### src/rtl/cordic_output_buffer.sv
// cordic_output_buffer: FIFO capturing CORDIC pipeline results with in-flight credit tracking.
// Define CORDIC_OUT_OVF_EN to add the sticky overflow output.
module cordic_output_buffer #(
  parameter int DEPTH = 8,
  localparam int CNT_W = $clog2(DEPTH) + 1
) (
  input  logic        clk,
  input  logic        reset,
  input  logic        issue,
  input  logic        valid_in,
  input  logic [15:0] x_in,
  input  logic [15:0] y_in,
  input  logic [15:0] z_in,
  input  logic        ready_in,
  output logic        valid_out,
  output logic [15:0] x_out,
  output logic [15:0] y_out,
  output logic [15:0] z_out,
`ifdef CORDIC_OUT_OVF_EN
  output logic        overflow,
`endif
  output logic        credit_ok
);
  localparam int AW = $clog2(DEPTH);
  localparam logic [CNT_W-1:0] FULL = CNT_W'(DEPTH);
  logic [47:0] mem [DEPTH];
  logic [AW-1:0] wr_ptr, rd_ptr;
  logic [CNT_W-1:0] occ, infl, infl_nxt;
  logic push, pop;
  assign valid_out = occ != '0;
  assign pop = valid_out && ready_in;
  assign push = valid_in && (occ < FULL || pop);
  assign {x_out, y_out, z_out} = mem[rd_ptr];
  assign credit_ok = ({1'b0, occ} + {1'b0, infl}) < {1'b0, FULL};
  // issue saturates at DEPTH; arrivals with nothing tracked leave infl at 0
  always_comb begin
    infl_nxt = infl;
    if (issue && !valid_in) infl_nxt = (infl == FULL) ? infl : infl + CNT_W'(1);
    else if (!issue && valid_in) infl_nxt = (infl == '0) ? infl : infl - CNT_W'(1);
  end
  always_ff @(posedge clk or posedge reset) begin
    if (reset) begin
      for (int i = 0; i < DEPTH; i++) mem[i] <= '0;
      wr_ptr <= '0;
      rd_ptr <= '0;
      occ <= '0;
      infl <= '0;
    end else begin
      if (push) begin
        mem[wr_ptr] <= {x_in, y_in, z_in};
        wr_ptr <= wr_ptr + AW'(1);
      end
      if (pop) rd_ptr <= rd_ptr + AW'(1);
      occ <= occ + CNT_W'(push) - CNT_W'(pop);
      infl <= infl_nxt;
    end
  end
`ifdef CORDIC_OUT_OVF_EN
  always_ff @(posedge clk or posedge reset) begin
    if (reset) overflow <= 1'b0;
    else if (valid_in && !push) overflow <= 1'b1;
  end
`endif
endmodule

### config.mk
export PLATFORM = sky130hd
export DESIGN_NAME = cordic_output_buffer
export DESIGN_NICKNAME = d
export VERILOG_FILES = /design/src/rtl/cordic_output_buffer.sv
export SDC_FILE = /design/constraint.sdc
export NUM_CORES = 1
export LEC_CHECK = 0
export BUFFER_PORTS_ARGS = -buffer_cell sky130_fd_sc_hd__buf_2
export CAP_MARGIN = 20
export CORE_MARGIN = 2
export CORE_UTILIZATION = 55
export CTS_CLUSTER_DIAMETER = 200
export DETAILED_ROUTE_END_ITERATION = 16
export PLACE_DENSITY_LB_ADDON = 0.3
export SLEW_MARGIN = 20
export SYNTH_ARGS = -nofsm -noshare
export SYNTH_HDL_FRONTEND = slang
export SYNTH_SLANG_ARGS = --single-unit
### constraint.sdc
create_clock -name clk -period 13.7 [get_ports clk]
set_input_delay 2.74 -clock clk [delete_from_list [all_inputs] [get_ports clk]]
set_output_delay 2.74 -clock clk [all_outputs]
set_load 0.02 [all_outputs]
Yosys cells after proc, flatten, opt, wreduce, memory -nomap -nowiden. Index checks and enable logic that the tools add are counted.

Register bits: 398. Input bits: 53. Output and inout port bits: 50.

Add/sub/neg operators: 7. $lt $le $gt $ge: 5. Equal/unequal tests: 3. Multiplexer cells: 10. Bitwise logic cells: 2. Reductions and logical operators: 12.

Operators by type and width (count): bitwise mux 384 bit (1); binary-select mux 48 bit (select 3 bit) (1); demux 48 bit (select 3 bit) (1); 2-to-1 mux 48 bit (3); 2-to-1 mux 4 bit (4); greater-or-equal comparator 4 bit, second input constant (2); inverter 3 -> 4 bit (2); adder 3 x 1 -> 3 bit, second input constant (2); adder 4 x 4 -> 5 bit (1); logical AND 1 bit (5); < comparator 5 x 4 -> 1 bit, second input constant (1); adder 4 x 1 -> 4 bit (1); adder 4 x 1 -> 4 bit, second input constant (1); == test 4 bit, second input constant (1); logical NOT 4 bit (1); < comparator 4 x 1 -> 1 bit, second input constant (1); < comparator 4 bit, second input constant (1); inequality test 2 bit, second input constant (2); nonzero test 4 bit (1); subtractor 4 x 1 -> 4 bit (1); subtractor 4 x 1 -> 4 bit, second input constant (1); AND reduction 3 bit (1); logical NOT 1 bit (2); nonzero test 2 bit (1); logical OR 1 bit (1).

Longest topological paths before layout. Gate-level depths: netlist of run 1.

Depth after elaboration: 6. Mapped depth: 12. Mapped depth without buffers: 11.

Worst setup path after synthesis of run 1. No wires, ideal clock.

Path type: register to output. From: register occ[1]. To: output credit_ok. Arrival time: 2041 ps. Setup slack: 8919 ps. Cell stages (with the launch flop): 4. Buffers on the path: 0. Path through: dfrtp_1 -> ha_1 -> a31o_2 -> a2111oi_0.

Cells in the longest elaborated chain, start to end: 2.

Ends and longest elaborated chain: start, declared (RTL line 28) `logic [CNT_W-1:0] occ, infl, infl_nxt;`; start signal, assigned (RTL line 54) `occ <= occ + CNT_W'(push) - CNT_W'(pop);`; adder 4 x 4 -> 5 bit (RTL line 34) `assign credit_ok = ({1'b0, occ} + {1'b0, infl}) < {1'b0, FULL};`; < comparator 5 x 4 -> 1 bit (RTL line 34); end, declared (RTL line 22) `output logic credit_ok`.

Every way passes these cells.

Worst setup path in the final report of run 1.
From: register rd_ptr[0]. To: output x_out[2].

Cells in the longest elaborated chain, start to end: 4.

Ends and longest elaborated chain: start, declared (RTL line 27) `logic [AW-1:0] wr_ptr, rd_ptr;`; start signal, assigned (RTL line 53) `if (pop) rd_ptr <= rd_ptr + AW'(1);`; inverter 3 -> 4 bit (not written as such) (RTL line 33) `assign {x_out, y_out, z_out} = mem[rd_ptr];`; binary-select mux 48 bit (select 3 bit) (RTL line 33); 2-to-1 mux 48 bit (not written as such) (2 in a row) (RTL line 33); end, declared (RTL line 16) `output logic [15:0] x_out,`.

Every way passes these cells. The select of a mux whose other input is x is not followed.

==> flow_summary.ini, run 1 <==
[logic_synthesis]
synthSimpleGateAreaFrac_pct = 0.847
yosysTopAreaCell = dfrtp_1
synth_compound_area_share_pct = 0.507
synthAdderAreaFrac_pct = 1.12
synth_mux_area_share_pct = 39.3
yosysMostFrequentCell = dfrtp_1
synth_common_cells = dfrtp_1 (398), mux2_2 (341), mux4_2 (96)
synth_top_flop_cell = dfrtp_1
synth_top_family_by_area = multiplexers
syn-num-nets = 1137
syn_inst = 1069
ys_warn_count = 0
synth_area_leaders = dfrtp_1 (55%), mux2_2 (21%), mux4_2 (12%), mux2_1 (5.2%), ha_1 (0.90%)
synth.distinct_cells = 32
synth_edf_count = 0
ys_seq_elements = 398
synth_area_um2 = 18000
synth-xor-area-share_pct = 0.437
avgSynthCellArea_um2 = 16.9
yosysTopAreaCellShare_pct = 55.2
ys_seq_area_share_pct = 55.2
async_flop_share_pct = 100

[cts]
clkSinkCount = 398
cts-htree-levels = 2
cts_hold_buf = 0
cts_tree = yes
postCtsSetupBuffers = 0
clk_latency_ns = 0.53
path_clk_slew_ns = 0.06
clockRootBuffer = clkbuf_16
ctsResizeCount = 0
cts_buffers = 42
clock_path_buffers = 3

[detailed_routing]
ant_nets = 0
wl_per_cell_um = 22.3
drc_errors = 0
avgViaCountPerCell = 5.83
drtIter0Drc = 511
dr.pass1.iters = 4
wl_mm = 36.7
num_vias = 9583

[layout]
nets = 1236
area_delta_synth_final_pct = 12.7
drive_above_1_share_pct = 54.2
fin_util_pct = 62.8

[placement]
globalplace.congestion = 0.732
portBuffers = 102
hpwl_mm = 20.7

[timing]
final_hold_viol_count = 0
min_period_over_period_pct = 45.9
fin_tns_setup_ns = 0
worstMarginPinSlew_ns = 1.01
slew_headroom_pct = 32.7
rsz0062_at_grt = false
final-setup-viol-count = 0
clock_skew_ns = 0.00820
min_period_ns = 6.29
fmax_mhz = 159
whs_ns = 0.479
maxSlewViolCount = 0

[worst_hold_path]
hp-class = flip-flop to flip-flop

[global_routing]
grt_first_pass_wirelength_mm = 58.7
grtUsageTotal_pct = 22.4
overflow = 0
grt_max_degree = 154
grt_pass1_vias = 10300
antenna_found_initial = 4

[floorplan]
die_h_um = 185
die_area_um2 = 34200
io_pins = 103
coreArea_um2 = 32400
initial_utilization_pct = 55.7
die_x_um = 185
rows = 66

[run]
max_cap_violations = 0

[setup_path]
cp_max_fo = 53
worst_ep_arrival_time_ns = 3.55
cp-end-kind = primary output
critPathKind = flip-flop to primary output
required_ns = 10.96
startpoint_type = flip-flop

[pwr]
p_per_area_nw_per_um2 = 266
total_power_mw = 5.41
leakagePower_nw = 8.86
peakVddDrop_mv = 0.134

[status]
outcome = complete, no violations
-- where the power goes --
part / leakage [nW] / total [mW] / internal [mW] / switching, mW
sequential: 4.81 / 2.17 / 1.77 / 0.401
combinational: 3.35 / 2.12 / 1.25 / 0.876
clock: 0.692 / 1.12 / 0.667 / 0.452
total: 8.86 / 5.41 / 3.68 / 1.73
-- per-stage QoR --
| stage | setup WS [ns] | std cells | cell area [um2] |
|---|---|---|---|
| 6_report | 7.41 | 1644 | 20300 |
| 5_1_grt | 7.18 | 1642 | 20300 |
| 4_1_cts | 7.30 | 1640 | 20300 |
| 3_5_place_dp | 7.87 | 1565 | 18900 |
| 3_3_place_gp | 7.92 | 1565 | 18900 |
| 2_1_floorplan | 5.60 | 1069 | 18000 |
-- cells by family (layout without fill, tap and decap cells) --
logic type                 Yosys count  in the layout
other                                0              3
adders and majority gates           15             15
muxes                              530            530
and+or+nand+nor                     25             25
AOI/OAI and AO/OA                   13             13
DFF                                398            398
xor gates and xnor gates             9              9
buffers and inverters               79            209
-- registers in the layout, summed over array words and instances, names as in the netlist --
signal / flops
rd_ptr: 3
mem: 384
infl: 4
occ: 4
wr_ptr: 3
-- critical path, cell delays in order, from the launching register on --
cell and delay [ns]:
dfrtp_4 1.10, buf_4 0.82, mux4_2 0.59, mux2_2 0.32
buf_2 0.17
-- cells in the final DEF, fill, tap and decap left out, drive strengths merged --
cell      Yosys  routed
a2111oi       1       1
a21o          3       3
a21oi         5       5
a31o          1       1
and3          1       1
buf          59     123
clkbuf        9      65
clkinv        0       9
clkinvlp      0       2
dfrtp       398     398
diode         0       3
fa            2       2
ha           13      13
inv          11      10
mux2        434     434
mux4         96      96
nand2         9       9
nand3         4       4
nand4         1       1
nand4b        2       2
nor2          2       2
nor3          2       2
nor4          1       1
nor4b         2       2
o21ai         3       3
or3b          1       1
xnor2         8       8
xor2          1       1
-- final cells by class --
class / instances / area, um2
diodes: 3 / 7.51
fillers: 2435 / 12100
flip-flops and latches: 398 / 9970
repair buffers: 123 / 693
clock inverters: 10 / 52.6
multi-input cells: 592 / 7660
well taps: 442 / 553
clock buffers: 65 / 1330
inverters: 11 / 45.0
-- path summary, 6_finish.rpt --
kind                                        from              endpoint  slack [ns]  cells past startpoint
max                        rd_ptr[0]$_DFFE_PP0P_              x_out[2]        7.41                      4
min                          mem[56]$_DFFE_PP0P_   mem[56]$_DFFE_PP0P_        0.48                      1
max reg2reg                     occ[3]$_DFF_PP0_  mem[311]$_DFFE_PP0P_       10.66                      7
max in group asynchronous                  reset   mem[78]$_DFFE_PP0P_        9.29                      5
min reg2reg                  mem[56]$_DFFE_PP0P_   mem[56]$_DFFE_PP0P_        0.48                      1
min in group asynchronous                  reset  mem[343]$_DFFE_PP0P_        2.20                      2
-- layer usage --
metal / vias to the layer above / part of all wire, % / GRT usage [%]
li1: 4206 / - / -
met1: 5176 / 46 / 32.3
met2: 149 / 49 / 36.4
met3: 48 / 3.7 / 3.58
met4: 4 / 1.6 / 5.14
met5: - / 0.074 / 0
Note: power is estimated with default switching activity, not from simulation.
==> inputs of run 2 (changes only) <==
--- a/config.mk
+++ b/config.mk
@@ -5,10 +5,11 @@
 export SDC_FILE = /design/constraint.sdc
 export NUM_CORES = 1
 export LEC_CHECK = 0
+export ABC_AREA = 1
 export BUFFER_PORTS_ARGS = -buffer_cell sky130_fd_sc_hd__buf_2
 export CAP_MARGIN = 20
 export CORE_MARGIN = 2
-export CORE_UTILIZATION = 55
+export CORE_UTILIZATION = 56
 export CTS_CLUSTER_DIAMETER = 200
 export DETAILED_ROUTE_END_ITERATION = 16
 export PLACE_DENSITY_LB_ADDON = 0.3
==> constraint.sdc (replaced) <==
create_clock -name clk -period 5.4 [get_ports clk]
set_input_delay 1.08 -clock clk [delete_from_list [all_inputs] [get_ports clk]]
set_output_delay 1.08 -clock clk [all_outputs]
set_load 0.02 [all_outputs]
==> flow_summary.ini, run 2 <==
[setup_path]
r2r-start = occ[3]$_DFF_PP0_
startpoint_type = flip-flop
startpoint = rd_ptr[1]$_DFFE_PP0P_
required_ns = 4.32
cp-endpoint = z_out[1]
crit_path_max_incr_delay_ns = 1.05
crit_chain = buf_4, o21ai_0, o21ai_0, nand2_1, nand2_1, buf_2
critPathKind = flip-flop to primary output
cp-end-kind = primary output
cp_max_fo = 84
reg2regPathDepth = 9
worst_ep_arrival_time_ns = 2.87
crit-reg2reg-capture = mem[8]$_DFFE_PP0P_
ff2ff_setup_slack_ns = 2.16
cp_slowest_cell = dfrtp_4

[layout]
nets = 2627
top_regs = mem: 384 flops, infl: 4 flops, occ: 4 flops
drive_above_1_share_pct = 8.74
largest_register_ffs = 384
area_delta_synth_final_pct = 8.34
layout_commonest_cell = nand2_1
largest_register = mem
most-common-layout-cells = nand2_1 (940), dfrtp_1 (395), nand4_1 (384), o21ai_0 (290), nor2_1 (289)
fill_cells = 3161
fin_util_pct = 61.5
stdcell_count = 3051

[placement]
portBuffers = 102
placed_cells = 2974
globalplace.congestion = 0.784
hpwl_mm = 30.0

[cts]
cts_buffers = 44
postCtsSetupBuffers = 0
clock_path_buffers = 3
path_clk_slew_ns = 0.06
clkSinkCount = 398
cts-htree-levels = 2
clk_latency_ns = 0.56
clockRootBuffer = clkbuf_16
cts_hold_buf = 0
ctsResizeCount = 0
cts_tree = yes

[floorplan]
die_area_um2 = 37500
die_h_um = 194
die_x_um = 194
io_pins = 103
initial_utilization_pct = 56.8
coreArea_um2 = 35500
rows = 69

[timing]
final_hold_viol_count = 0
min_period_over_period_pct = 73.2
final-setup-viol-count = 0
worstMarginPinSlew_ns = 1.17
maxSlewViolCount = 0
rsz0062_at_grt = false
clock_skew_ns = 0.0174
fmax_mhz = 253
fin_tns_setup_ns = 0
min_period_ns = 3.95
slew_headroom_pct = 22.1

[detailed_routing]
wl_mm = 60.6
drtIter0Drc = 2183
num_vias = 19000
wl_per_cell_um = 19.9
avgViaCountPerCell = 6.23
ant_nets = 0
dr.pass1.iters = 5
drc_errors = 0

[global_routing]
grt_pass1_vias = 18300
grt_max_degree = 221
grtUsageTotal_pct = 31.9
antenna_found_initial = 2
grt_first_pass_wirelength_mm = 98.2
overflow = 0

[logic_synthesis]
avgSynthCellArea_um2 = 7.58
synth_top_flop_cell = dfrtp_1
syn-num-nets = 2728
ys_seq_elements = 398
syn_inst = 2660
async_flop_share_pct = 100
yosysMostFrequentCell = nand2_1
synth_common_cells = nand2_1 (940), dfrtp_1 (398), nand4_1 (384)
synth_area_um2 = 20200
synth.distinct_cells = 22
synth_edf_count = 0
yosysTopAreaCell = dfrtp_1
ys_warn_count = 0
synth_area_leaders = dfrtp_1 (49%), nand2_1 (18%), nand4_1 (12%), o21ai_0 (7.2%), nor2_1 (5.4%)
ys_seq_area_share_pct = 49.4
yosysTopAreaCellShare_pct = 49.4

[pwr]
p_per_area_nw_per_um2 = 666
total_power_mw = 14.5
peakVddDrop_mv = 0.444
leakagePower_nw = 11.2

[worst_hold_path]
hp-class = flip-flop to flip-flop

[status]
outcome = complete, no violations

[run]
max_cap_violations = 0
run 2: cells by family (layout without fill, tap and decap cells):
family | after synthesis | after routing | share of synthesized area [%]
simple gates | 1637 | 1637 | 35.4
flops | 398 | 398 | 49.4
buf+inv | 308 | 235 | 6.49
compound gates | 294 | 294 | 7.32
fa+ha+maj | 15 | 15 | 1.01
xor+xnor | 8 | 8 | 0.348
other cells | 0 | 3 | 0
run 2: layer usage:
layer | track usage [%] | vias up | routed length (um)
met5 | 0 | - | 0
met4 | 10.9 | 0 | 1630
met3 | 5.39 | 126 | 5500
met2 | 51.6 | 922 | 28600
met1 | 43.8 | 9284 | 24900
li1 | - | 8674 | -
run 2: how the worst min path moves through the flow:
stage,startpoint,to,slack (ns),depth (start not counted)
5_1_grt,mem[240]$_DFFE_PP0P_,mem[240]$_DFFE_PP0P_,0.48,2
3_5_place_dp,mem[334]$_DFFE_PP0P_,mem[334]$_DFFE_PP0P_,0.45,2
3_3_place_gp,mem[69]$_DFFE_PP0P_,mem[69]$_DFFE_PP0P_,0.45,2
4_1_cts,mem[334]$_DFFE_PP0P_,mem[334]$_DFFE_PP0P_,0.47,2
6_report,mem[49]$_DFFE_PP0P_,mem[49]$_DFFE_PP0P_,0.46,2
2_1_floorplan,mem[100]$_DFFE_PP0P_,mem[100]$_DFFE_PP0P_,0.44,2
run 2: layout make-up:
type                       instances  area (um2)  share of cell area [%]
multi-input combinational       1954        8980                    41.1
inverter                          19        77.6                   0.355
tap                              461         577                    2.64
sequential                       398        9970                    45.7
antenna                            3        7.51                  0.0344
clock buffer                      67        1270                    5.81
clock inverter                     7        60.1                   0.275
timing repair buffer             142         896                    4.10
run 2: worst max-delay path, delay by kind of cell (launching register included):
kind | cells | cell delay [ns]
AO/OA/AOI/OAI | 2 | 0.36
buffers and inverters | 2 | 0.66
flip-flops | 1 | 1.05
AND/OR/NAND/NOR | 2 | 0.22
run 2: where the power goes:
| part | switching (mW) | total, mW | internal, mW | leakage (nW) |
|---|---|---|---|---|
| Sequential | 0.865 | 5.23 | 4.36 | 5.03 |
| Clock | 1.21 | 2.86 | 1.65 | 0.654 |
| Combinational | 4.50 | 6.45 | 1.95 | 5.48 |
run 2: metrics by stage:
stage	setup WS, ns	hold WS (ns)	cell area, um2
after floorplan	-1.04	0.437	20200
after global placement	2.04	0.447	20500
after detailed placement	1.95	0.453	20500
after CTS	1.49	0.467	21800
after global routing	1.24	0.476	21800
final	1.45	0.464	21800
==> inputs of run 3 (changes only) <==
--- a/config.mk
+++ b/config.mk
@@ -5,11 +5,11 @@
 export SDC_FILE = /design/constraint.sdc
 export NUM_CORES = 1
 export LEC_CHECK = 0
-export ABC_AREA = 1
+export ABC_AREA = 0
 export BUFFER_PORTS_ARGS = -buffer_cell sky130_fd_sc_hd__buf_2
 export CAP_MARGIN = 20
 export CORE_MARGIN = 2
-export CORE_UTILIZATION = 56
+export CORE_UTILIZATION = 61
 export CTS_CLUSTER_DIAMETER = 200
 export DETAILED_ROUTE_END_ITERATION = 16
 export PLACE_DENSITY_LB_ADDON = 0.3
==> constraint.sdc (replaced) <==
create_clock -name clk -period 3.9 [get_ports clk]
set_input_delay 0.78 -clock clk [delete_from_list [all_inputs] [get_ports clk]]
set_output_delay 0.78 -clock clk [all_outputs]
set_load 0.02 [all_outputs]
==> flow_summary.ini, run 3 (synthesis gave the netlist of run 1 again) <==
[cts]
cts_buffers = 42
clkSinkCount = 398
cts_tree = yes
clockRootBuffer = clkbuf_16
postCtsSetupBuffers = 0
ctsResizeCount = 0
path_clk_slew_ns = 0.06
cts_hold_buf = 0
cts-htree-levels = 2
clk_latency_ns = 0.54
clock_path_buffers = 3

[placement]
globalplace.congestion = 0.749
postPlaceCellArea_um2 = 19000
hpwl_mm = 21.2
portBuffers = 102

[detailed_routing]
wl_per_cell_um = 22.5
dr.pass1.iters = 4
num_vias = 9713
ant_nets = 0
drtIter0Drc = 530
avgViaCountPerCell = 6.10
wl_mm = 35.9
drc_errors = 0

[floorplan]
rows = 62
die_h_um = 176
coreArea_um2 = 28900
initial_utilization_pct = 62.3
die_x_um = 176
die_area_um2 = 30900
io_pins = 103

[setup_path]
required_ns = 3.12
cp_max_fo = 32
startpoint = rd_ptr[1]$_DFFE_PP0P_
worst_ep_arrival_time_ns = 2.71
r2r-start = occ[3]$_DFF_PP0_
cp-end-kind = primary output
critPathKind = flip-flop to primary output
startpoint_type = flip-flop

[timing]
whs_ns = 0.364
final-setup-viol-count = 0
clock_skew_ns = 0.0190
slew_headroom_pct = 38.2
maxSlewViolCount = 0
min_period_ns = 3.49
min_period_over_period_pct = 89.6
worstMarginPinSlew_ns = 0.927
fmax_mhz = 286
rsz0062_at_grt = false
final_hold_viol_count = 0
fin_tns_setup_ns = 0

[layout]
drive_above_1_share_pct = 54.1
largest_register = mem
nets = 1243
layout_commonest_cell = dfrtp_1
area_delta_synth_final_pct = 13.0
top_regs = mem: 384 flops, infl: 4 flops, occ: 4 flops
largest_register_ffs = 384
postLayoutCellArea_um2 = 20400
most-common-layout-cells = dfrtp_1 (395), mux2_2 (341), buf_2 (102), mux4_2 (96), mux2_1 (83)

[status]
outcome = complete, no violations

[global_routing]
grtUsageTotal_pct = 24.7
grt_first_pass_wirelength_mm = 59.6
grt_pass1_vias = 10900
overflow = 0
antenna_found_initial = 5
grt_max_degree = 94

[pwr]
p_per_area_nw_per_um2 = 938
total_power_mw = 19.1
leakagePower_nw = 8.91
peakVddDrop_mv = 0.551

[worst_hold_path]
hp-class = primary input to async pin

[run]
max_cap_violations = 0
## run 3: changes by cell type in the layout (fill, tap and decap cells not counted), sizes merged, moves of 3 or more
cell,change
nand3,-9
xnor2,+3
nor2,-287
nand2,-932
buf,-12
a21o,+3
nor3,-7
inv,-6
o21ai,-287
nand4,-383
mux4,+96
mux2,+434
## run 3: worst max-delay path, stage by stage (launching register included)
cell,delay (ns)
dfrtp_4,0.81
buf_4,0.38
mux4_2,0.54
mux2_2,0.28
buf_2,0.16
## run 3: power breakdown
part	internal, mW	switching, mW
sequential	6.21	1.32
clock	2.24	1.60
combinational	4.50	3.24
total	13.0	6.16
## run 3: worst paths after layout
kind	slack, ns	cells after the start	to
setup / recovery	0.41	4	x_out[12]
min in group clk	0.48	1	mem[53]$_DFFE_PP0P_
hold reg to reg	0.48	1	mem[53]$_DFFE_PP0P_
max in group asynchronous	2.48	3	wr_ptr[0]$_DFFE_PP0P_
setup reg to reg	0.97	7	mem[309]$_DFFE_PP0P_
hold / removal	0.36	2	mem[107]$_DFFE_PP0P_
## run 3: area by class of cell
type	count	area [um2]
antenna	1	2.50
clock buffer	66	1270
clock inverter	9	73.8
fill	1866	8560
inverter	11	45.0
multi-input combinational	592	7660
sequential	398	9970
tap	384	480
timing repair buffer	130	871
## run 3: through the flow
| stage | setup slack [ns] | util (%) | std cells |
|---|---|---|---|
| global route | 0.263 | 70.4 | 1591 |
| finish | 0.407 | 70.4 | 1591 |
| CTS | 0.350 | 70.4 | 1590 |
| detailed placement | 0.857 | 65.8 | 1515 |
| global placement | 0.935 | 65.8 | 1515 |
| floorplan | -2.24 | - | 1069 |
## run 3: routing by layer
layer	part of all wire, %	track usage, %
met5	0.16	0
met4	1.8	6.27
met3	4.2	4.31
met2	50	40.5
met1	44	34.8
